**src/rtl/seven_seg_pkg.sv**
```systemverilog
// Shared types and helpers for the seven-segment display path.
//   seg7_t      : segment vector {g,f,e,d,c,b,a}, active-high
//   state_t     : handshake/conversion state of the scanner top
//   SEG_BLANK   : all segments off
//   SEG_DASH    : middle bar only, shown on every digit while overflowed
//   bcd_to_seg  : BCD nibble to segment pattern; non-BCD codes go dark
package seven_seg_pkg;

  typedef logic [6:0] seg7_t;

  typedef enum logic {
    ST_IDLE    = 1'b0,
    ST_CONVERT = 1'b1
  } state_t;

  localparam seg7_t SEG_BLANK = 7'b0000000;
  localparam seg7_t SEG_DASH  = 7'b1000000;

  function automatic seg7_t bcd_to_seg(input logic [3:0] d);
    case (d)
      4'd0:    return 7'h3F;
      4'd1:    return 7'h06;
      4'd2:    return 7'h5B;
      4'd3:    return 7'h4F;
      4'd4:    return 7'h66;
      4'd5:    return 7'h6D;
      4'd6:    return 7'h7D;
      4'd7:    return 7'h07;
      4'd8:    return 7'h7F;
      4'd9:    return 7'h6F;
      default: return SEG_BLANK;
    endcase
  endfunction

endpackage

```
**src/rtl/bin_to_bcd.sv**
```systemverilog
// Sequential double-dabble binary-to-BCD converter, one bit per clock.
//   clock, reset : clock and asynchronous active-high reset
//   start        : load value and begin (ignored while busy)
//   value        : unsigned binary input
//   busy         : conversion in progress
//   done         : high during the cycle whose closing edge performs the last step
//   bcd          : result of the step taken at the coming edge; valid as the
//                  final result when done is high
// Digits beyond DIGITS*4 bits are discarded; the caller flags overflow.
module bin_to_bcd #(
  parameter int VALUE_BITS = 14,
  parameter int DIGITS     = 4
) (
  input  logic                  clock,
  input  logic                  reset,
  input  logic                  start,
  input  logic [VALUE_BITS-1:0] value,
  output logic                  busy,
  output logic                  done,
  output logic [DIGITS*4-1:0]   bcd
);

  localparam int BW    = DIGITS * 4;
  localparam int CNT_W = (VALUE_BITS > 1) ? $clog2(VALUE_BITS) : 1;

  logic                  r_busy;
  logic [VALUE_BITS-1:0] r_shift;
  logic [BW-1:0]         r_acc;
  logic [CNT_W-1:0]      r_count;
  logic [BW-1:0]         w_adj;
  logic [BW-1:0]         w_acc_next;

  // Add-3 correction on every nibble >= 5, then shift the next binary bit in.
  always_comb begin
    w_adj = r_acc;
    for (int i = 0; i < DIGITS; i++) begin
      if (r_acc[i*4 +: 4] >= 4'd5) w_adj[i*4 +: 4] = r_acc[i*4 +: 4] + 4'd3;
    end
    w_acc_next = {w_adj[BW-2:0], r_shift[VALUE_BITS-1]};
  end

  assign busy = r_busy;
  assign done = r_busy && (r_count == CNT_W'(VALUE_BITS - 1));
  assign bcd  = w_acc_next;

  always_ff @(posedge clock or posedge reset) begin
    if (reset) begin
      r_busy  <= 1'b0;
      r_shift <= '0;
      r_acc   <= '0;
      r_count <= '0;
    end else if (start && !r_busy) begin
      r_busy  <= 1'b1;
      r_shift <= value;
      r_acc   <= '0;
      r_count <= '0;
    end else if (r_busy) begin
      r_acc   <= w_acc_next;
      r_shift <= r_shift << 1;
      r_count <= r_count + CNT_W'(1);
      if (done) r_busy <= 1'b0;
    end
  end

endmodule

```
**src/rtl/seven_seg_scanner.sv**
```systemverilog
// Multiplexed common-cathode 7-segment driver fed by a valid/ready handshake.
//   clock, reset  : clock and asynchronous active-high reset
//   value_valid   : value is presented
//   value_ready   : high only in IDLE; a value transfers on an edge where
//                   value_valid and value_ready are both high; value_valid
//                   while not ready is ignored and need not be held
//   value         : unsigned binary value to display
//   segments      : {g,f,e,d,c,b,a}, active-high, registered
//   digit_enable  : one-hot digit select, bit 0 = least significant, registered
//   overflow      : latched, displayed value >= 10**DIGITS
// The display registers change only on the final conversion edge, so the
// scan never shows a partially converted number.
module seven_seg_scanner
  import seven_seg_pkg::*;
#(
  parameter int DIGITS       = 4,
  parameter int VALUE_BITS   = 14,
  parameter int SCAN_CYCLES  = 16,
  parameter int BLANK_CYCLES = 2
) (
  input  logic                  clock,
  input  logic                  reset,
  input  logic                  value_valid,
  output logic                  value_ready,
  input  logic [VALUE_BITS-1:0] value,
  output seg7_t                 segments,
  output logic [DIGITS-1:0]     digit_enable,
  output logic                  overflow
);

  localparam int          SLOT_W    = (SCAN_CYCLES > 1) ? $clog2(SCAN_CYCLES) : 1;
  localparam int          IDX_W     = (DIGITS > 1) ? $clog2(DIGITS) : 1;
  localparam logic [31:0] OVF_LIMIT = 32'(10 ** DIGITS);

  state_t                r_state, w_state_next;
  logic                  w_start, w_busy, w_done;
  logic [DIGITS*4-1:0]   w_bcd;
  logic [DIGITS*4-1:0]   r_digits;
  logic                  r_overflow, r_ovf_next;
  logic [SLOT_W-1:0]     r_slot;
  logic [IDX_W-1:0]      r_index;
  logic [IDX_W-1:0]      w_msd;
  logic [3:0]            w_cur_digit;
  logic [DIGITS-1:0]     w_en_next;
  seg7_t                 w_seg_next;
  logic [DIGITS-1:0]     r_digit_enable;
  seg7_t                 r_segments;

  bin_to_bcd #(.VALUE_BITS(VALUE_BITS), .DIGITS(DIGITS)) u_bin_to_bcd (
    .clock (clock),
    .reset (reset),
    .start (w_start),
    .value (value),
    .busy  (w_busy),
    .done  (w_done),
    .bcd   (w_bcd)
  );

  // Handshake FSM
  always_ff @(posedge clock or posedge reset) begin
    if (reset) r_state <= ST_IDLE;
    else       r_state <= w_state_next;
  end

  always_comb begin
    w_state_next = r_state;
    value_ready  = (r_state == ST_IDLE) && !w_busy;
    w_start      = 1'b0;
    case (r_state)
      ST_IDLE: begin
        if (value_valid && value_ready) begin
          w_start      = 1'b1;
          w_state_next = ST_CONVERT;
        end
      end
      ST_CONVERT: begin
        if (w_done) w_state_next = ST_IDLE;
      end
      default: w_state_next = ST_IDLE;
    endcase
  end

  // Overflow is decided at acceptance and committed together with the digits.
  always_ff @(posedge clock or posedge reset) begin
    if (reset) begin
      r_ovf_next <= 1'b0;
      r_digits   <= '0;
      r_overflow <= 1'b0;
    end else begin
      if (w_start) r_ovf_next <= (32'(value) >= OVF_LIMIT);
      if (w_done) begin
        r_digits   <= w_bcd;
        r_overflow <= r_ovf_next;
      end
    end
  end

  // Free-running slot counter and digit index
  always_ff @(posedge clock or posedge reset) begin
    if (reset) begin
      r_slot  <= '0;
      r_index <= '0;
    end else if (r_slot == SLOT_W'(SCAN_CYCLES - 1)) begin
      r_slot  <= '0;
      r_index <= (r_index == IDX_W'(DIGITS - 1)) ? '0 : r_index + IDX_W'(1);
    end else begin
      r_slot <= r_slot + SLOT_W'(1);
    end
  end

  // Most significant non-zero digit; stays 0 for an all-zero value so digit 0 shows.
  always_comb begin
    w_msd = '0;
    for (int i = 1; i < DIGITS; i++) begin
      if (r_digits[i*4 +: 4] != 4'd0) w_msd = IDX_W'(i);
    end
  end

  always_comb begin
    w_cur_digit = r_digits[4*r_index +: 4];
    w_en_next   = '0;
    w_seg_next  = SEG_BLANK;
    if (r_slot >= SLOT_W'(BLANK_CYCLES)) begin
      if (r_overflow) begin
        w_en_next  = DIGITS'(1) << r_index;
        w_seg_next = SEG_DASH;
      end else if (r_index <= w_msd) begin
        w_en_next  = DIGITS'(1) << r_index;
        w_seg_next = bcd_to_seg(w_cur_digit);
      end
    end
  end

  always_ff @(posedge clock or posedge reset) begin
    if (reset) begin
      r_digit_enable <= '0;
      r_segments     <= SEG_BLANK;
    end else begin
      r_digit_enable <= w_en_next;
      r_segments     <= w_seg_next;
    end
  end

  assign digit_enable = r_digit_enable;
  assign segments     = r_segments;
  assign overflow     = r_overflow;

endmodule
```
**config.mk**
```make
export PLATFORM = sky130hd
export DESIGN_NAME = seven_seg_scanner
export DESIGN_NICKNAME = d
export VERILOG_FILES = /design/src/rtl/seven_seg_pkg.sv /design/src/rtl/bin_to_bcd.sv /design/src/rtl/seven_seg_scanner.sv
export SDC_FILE = /design/constraint.sdc
export NUM_CORES = 1
export LEC_CHECK = 0
export BUFFER_PORTS_ARGS = -buffer_cell sky130_fd_sc_hd__buf_4
export CAP_MARGIN = 20
export CORE_ASPECT_RATIO = 1.5
export CORE_UTILIZATION = 25
export DETAILED_ROUTE_END_ITERATION = 8
export PLACE_DENSITY = 0.48
export SYNTH_ARGS = -nofsm -noshare
export SYNTH_HDL_FRONTEND = slang
export SYNTH_HIERARCHICAL = 1
export SYNTH_SLANG_ARGS = --single-unit
```
**constraint.sdc**
```tcl
create_clock -name clock -period 2.45 [get_ports clock]
set_input_delay 0.49 -clock clock [delete_from_list [all_inputs] [get_ports clock]]
set_output_delay 0.49 -clock clock [all_outputs]
set_load 0.03 [all_outputs]
```
==> reports/metrics.cfg, run 1 <==
[setup_path]
reg2reg_slack_ps=430
crit_type=reg -> reg
worstRegToRegCells=7
crit_fanout=5
cp.required_ps=2720
worst_setup_path_end_kind=flop
slowest_delay_ps=550
reg2reg_from=r_digits[12]
path_cells=or4_1 -> nor2_1 -> ha_1 -> nor2b_1 -> o21ai_2 -> nand3_2 -> a21oi_1
crit_slowest_cell=or4_1
crit_arrival_ps=2280
cp-start-kind=flop
cp_top_family=simple AND/OR/NAND/NOR gates
path_buf_inv=0
r2r-end=segments[1]

[yosys]
synth-edff-count=0
ys_seq_area_share_pct=45.51
synth_area_leaders=dfrtp_1 46%, ha_1 7.4%, mux2i_1 4.1%
synth.avg_cell_area_sq_um=10.25
synth_ff_type=dfrtp_1
synth_most_common_cell=dfrtp_1
yosysUniqueCellTypes=45
netlist_area_sq_um=3904
synth_top_area_share_pct=45.51
yosysWarnings=6
synth_top_cells_by_count=71 x dfrtp_1, 39 x nand2_1, 25 x inv_1
syn_nets=421
async_flop_share_pct=100.0
yosysTopAreaCell=dfrtp_1
netlist_instances=381
synth_seq_cells=71

[timing]
fmax_mhz=495.5
fin_skew_ps=7.374
period_needed_ps=2018
setup-tns-final_ps=0
setup_viol=0
rsz0062_at_grt=false
final_max_slew_viol_count=0
finalCritPeriodShare_pct=82.38
tightestPinTransition_ps=676.9
max_slew_margin_pct=54.46
hold_viol=0

[grt]
grtUsageMet1_pct=12.43
globalRouteMet3Util_pct=1.927
grt_pass1_wl_mm=14.04
grt-ovfl-total=0
grt-busiest-layer=met2
grt_usage_pct=11.07
grt_max_degree=59
grt_pass1_vias=2852
antenna_found_initial=0
gr-usage-met2_pct=20.00

[cts]
insertion_delay_ps=340
cts_tree=built
clock_path_buffers=2
htreeDepth=3
postCtsHoldBufs=0
cts_resized=0
cts_sinks=71
post_cts_buffers=0
clock-root-buffer=clkbuf_16
path_clk_slew_ps=60
cts-buffers-inserted=9

[pwr]
power_mw=2.494
ir_drop_mv=0.3129
cellLeakagePower_nw=2.071
powerDensity_nw_per_um2=546.5

[routing]
drc_errors=0
final_antenna_net_count=0
routed_wl_mm=8.078
viasPerCell=4.539
vias=2760
firstDrtPassIters=4
drt-initial-drc-count=100
routedWlPerCell_microns=13.29

[layout]
syn_to_final_growth_pct=16.92
antenna_cells=0
nets=445
drive_above_1_share_pct=18.09
design_area_sq_um=4564

[die]
chipWidth_microns=104.0
die_y_microns=155.0
rows=55
start_util_pct=25.79
ios=30
coreArea_sq_um=15140
die_area_sq_um=16130

[placement]
gp_congestion=0.7313
portBuffers=29
dp_hpwl_mm=5.681
place_area_sq_um=4284

[worst_hold_path]
hold_class=in -> async

[run]
cap_violations=0

[outcome]
status=complete, no violations

per-stage QoR:
stage	hold WS [ps]	util, %	worst slack [ps]	instances
2_1_floorplan	443.7	-	608.4	381
3_3_place_gp	457.1	28.30	479.2	593
3_5_place_dp	475.1	28.30	442.8	593
4_1_cts	284.2	30.15	420.5	608
5_1_grt	328.4	30.15	266.5	608
6_report	264.4	30.15	431.7	608
layout by cell type, fill, tap and decap left out, drive strengths merged, types with 12 or more instances in the layout:
cell	n
buf	35
o21ai	37
nor2	21
nand2	39
mux2i	16
mux2	17
inv	26
ha	23
a21oi	12
dfrtp	71
sequential cells by signal (all words and copies together), names as in the netlist, 2 cells and up:
signal                count
r_slot                    4
r_index                   2
segments                  7
u_bin_to_bcd/r_acc       16
u_bin_to_bcd/r_shift     14
r_digits                 16
u_bin_to_bcd/r_count      4
digit_enable              4
final cells by class:
class / instances / area [sq um]
clock inverters: 4 / 47.55
inverters: 26 / 97.59
well taps: 199 / 249.0
multi-input cells: 262 / 1886
flip-flops and latches: 71 / 1777
fillers: 1596 / 10580
clock buffers: 11 / 232.7
repair buffers: 35 / 275.3
worst reg2reg max path, delay by kind of cell, from the launching register on:
kind | cells | cell delay [ps]
flops | 1 | 390
fa+ha+maj | 1 | 240
simple gates | 4 | 970
compound gates | 2 | 330
worst max path at each step:
stage | slack [ps] | depth (start not counted) | end | startpoint
2_1_floorplan | 610 | 7 | segments[6] | r_digits[12]
3_3_place_gp | 480 | 7 | segments[1] | r_digits[12]
3_5_place_dp | 440 | 7 | segments[0] | r_digits[12]
4_1_cts | 420 | 7 | segments[1] | r_digits[12]
5_1_grt | 270 | 7 | segments[6] | r_digits[12]
6_report | 430 | 7 | segments[1] | r_digits[12]
logic make-up (layout without fill, tap and decap cells):
kind of cell	after synthesis	in the layout	share of synthesized area, %
buf+inv	48	76	6.186
simple gates	111	111	14.10
xor+xnor	6	6	1.346
flops	71	71	45.51
fa+ha+maj	23	23	7.372
compound gates	85	85	14.17
mux	37	37	11.31
power by group:
part | total [mW] | internal, mW | switching (mW)
clock | 1.27 | 0.779 | 0.491
combinational | 0.0510 | 0.0198 | 0.0311
sequential | 1.17 | 1.17 | 0
routing by layer:
metal,routed length [microns],up-vias
met5,0,-
met4,174,0
met3,196,11
met2,4132,41
met1,3574,1321
li1,-,1387
Power figures use the tool's default switching activity.
==> run 2: changes to the inputs <==
PLACE_DENSITY = 0.49   (was 0.48)
clock period = 1.8 ns   (was 2.45 ns; I/O delays follow)
==> run 2 against run 1 <==
The run now ends with setup timing left. Register-to-register slack got worse by 600 ps. Global-route usage is 0.086 points lower. Clock power up 36%. Highest routed layer unchanged.
==> reports/metrics.cfg, run 2 (synthesized netlist as in run 1, its figures left out) <==
[outcome]
status=complete, but fails checks
violations=setup timing

[timing]
final_max_slew_viol_count=0
hold_viol=0
finalCritPeriodShare_pct=109.2
fin_skew_ps=4.979
setup-tns-final_ps=-1208
setup_ws_ps=-164.9
max_slew_margin_pct=68.55
tightestPinTransition_ps=471.2
period_needed_ps=1965
fmax_mhz=508.9
rsz0062_at_grt=true
setup_viol=10

[cts]
insertion_delay_ps=320
clock_path_buffers=2
postCtsHoldBufs=0
htreeDepth=3
clock-root-buffer=clkbuf_16
cts_sinks=71
cts_tree=built
cts-buffers-inserted=9
path_clk_slew_ps=60

[grt]
grt_max_degree=59
grt-busiest-layer=met2
grt-ovfl-total=0
grt_pass1_vias=2922
antenna_found_initial=0
grt_usage_pct=10.99
grt_pass1_wl_mm=14.23
grtUsageMet1_pct=12.02
globalRouteMet3Util_pct=2.556
gr-usage-met2_pct=20.79

[layout]
nets=466
design_area_sq_um=4862
final_cell_mix=71 x dfrtp_1, 54 x buf_4, 38 x nand2_1
syn_to_final_growth_pct=24.55
layout_commonest_cell=dfrtp_1
drive_above_1_share_pct=26.68
reg.largest.list=r_digits x16, u_bin_to_bcd/r_acc x16, u_bin_to_bcd/r_shift x14
antenna_cells=0

[routing]
final_antenna_net_count=0
drc_errors=0
drt-initial-drc-count=86
vias=2844
firstDrtPassIters=4
viasPerCell=4.514
routed_wl_mm=8.311
routedWlPerCell_microns=13.19

[die]
ios=30
coreArea_sq_um=15140
start_util_pct=25.79
die_area_sq_um=16130
rows=55
chipWidth_microns=104.0
die_y_microns=155.0

[pwr]
cellLeakagePower_nw=2.193
ir_drop_mv=0.3942
power_mw=3.392
powerDensity_nw_per_um2=697.7

[worst_hold_path]
hold_class=in -> async

[placement]
place_area_sq_um=4449
gp_congestion=0.7721
portBuffers=29
dp_hpwl_mm=6.030
dp_slack_ps=-202.0

[setup_path]
worst_setup_path_end_kind=flop
crit_slowest_cell=or4_4
slowest_delay_ps=560
crit_fanout=4
crit_arrival_ps=2210
cp.required_ps=2050
path_cells=or4_4 -> o21bai_4 -> ha_2 -> nand2_2 -> o21ai_4 -> o211ai_1 -> a21oi_1
crit_type=reg -> reg
cp_top_family=simple AND/OR/NAND/NOR gates
cp-start-kind=flop
path_buf_inv=0

[run]
cap_violations=0

## run 2: cell types whose count changed in the layout (fill, tap and decap cells not counted), sizes merged
cell / delta
bufinv: -1
buf: +21
clkinv: -1
clkbuf: +3
## run 2: metal layers
metal  up-vias  part of all wire, %
met5         -                    0
met4         0                 0.61
met3         4                  2.8
met2        40                   54
met1      1372                   43
li1       1428                    -
## run 2: area by class of cell
class	count	area (sq um)
clock buffer	14	284.0
clock inverter	2	12.51
fill	1558	10280
inverter	26	97.59
multi-input combinational	262	1997
sequential	71	1777
tap	199	249.0
timing repair buffer	56	445.4
## run 2: what timing repair did
item                                   4_1_cts  5_1_grt
setup buffers                                1        1
endpoints found under the hold margin        0        0
setup endpoints to repair                   10       12
pin swaps                                    3        3
gates resized for setup                      3       18
## run 2: power by group
| part | internal (mW) | switching (mW) |
|---|---|---|
| sequential | 1.60 | 0 |
| combinational | 0.0271 | 0.0424 |
| clock | 1.08 | 0.644 |
## run 2: worst paths after layout
check                                        start                       to  slack [ps]  cells after the start
max                                   r_digits[15]              segments[6]        -160                      7
min                                          reset              r_digits[1]         140                      3
max reg2reg                           r_digits[15]              segments[6]        -160                      7
min reg2reg                u_bin_to_bcd/r_count[3]  u_bin_to_bcd/r_count[3]         480                      1
max in group asynchronous                    reset  u_bin_to_bcd/r_count[0]        1330                      3
min in group clock                        value[0]  u_bin_to_bcd/r_shift[0]         280                      3
## run 2: worst reg2reg max path: stages, from the launching register on
cell,delay (ps)
dfrtp_1,380
or4_4,560
o21bai_4,190
ha_2,340
nand2_2,60
o21ai_4,90
o211ai_1,120
a21oi_1,160
## run 2: through the flow
step | instances | utilization [%] | hold WS, ps
after floorplan | 381 | - | 443.7
after global placement | 612 | 29.39 | 462.0
after detailed placement | 612 | 29.39 | 477.0
after CTS | 629 | 31.50 | 155.6
after global routing | 630 | 32.12 | 189.4
final | 630 | 32.12 | 142.2
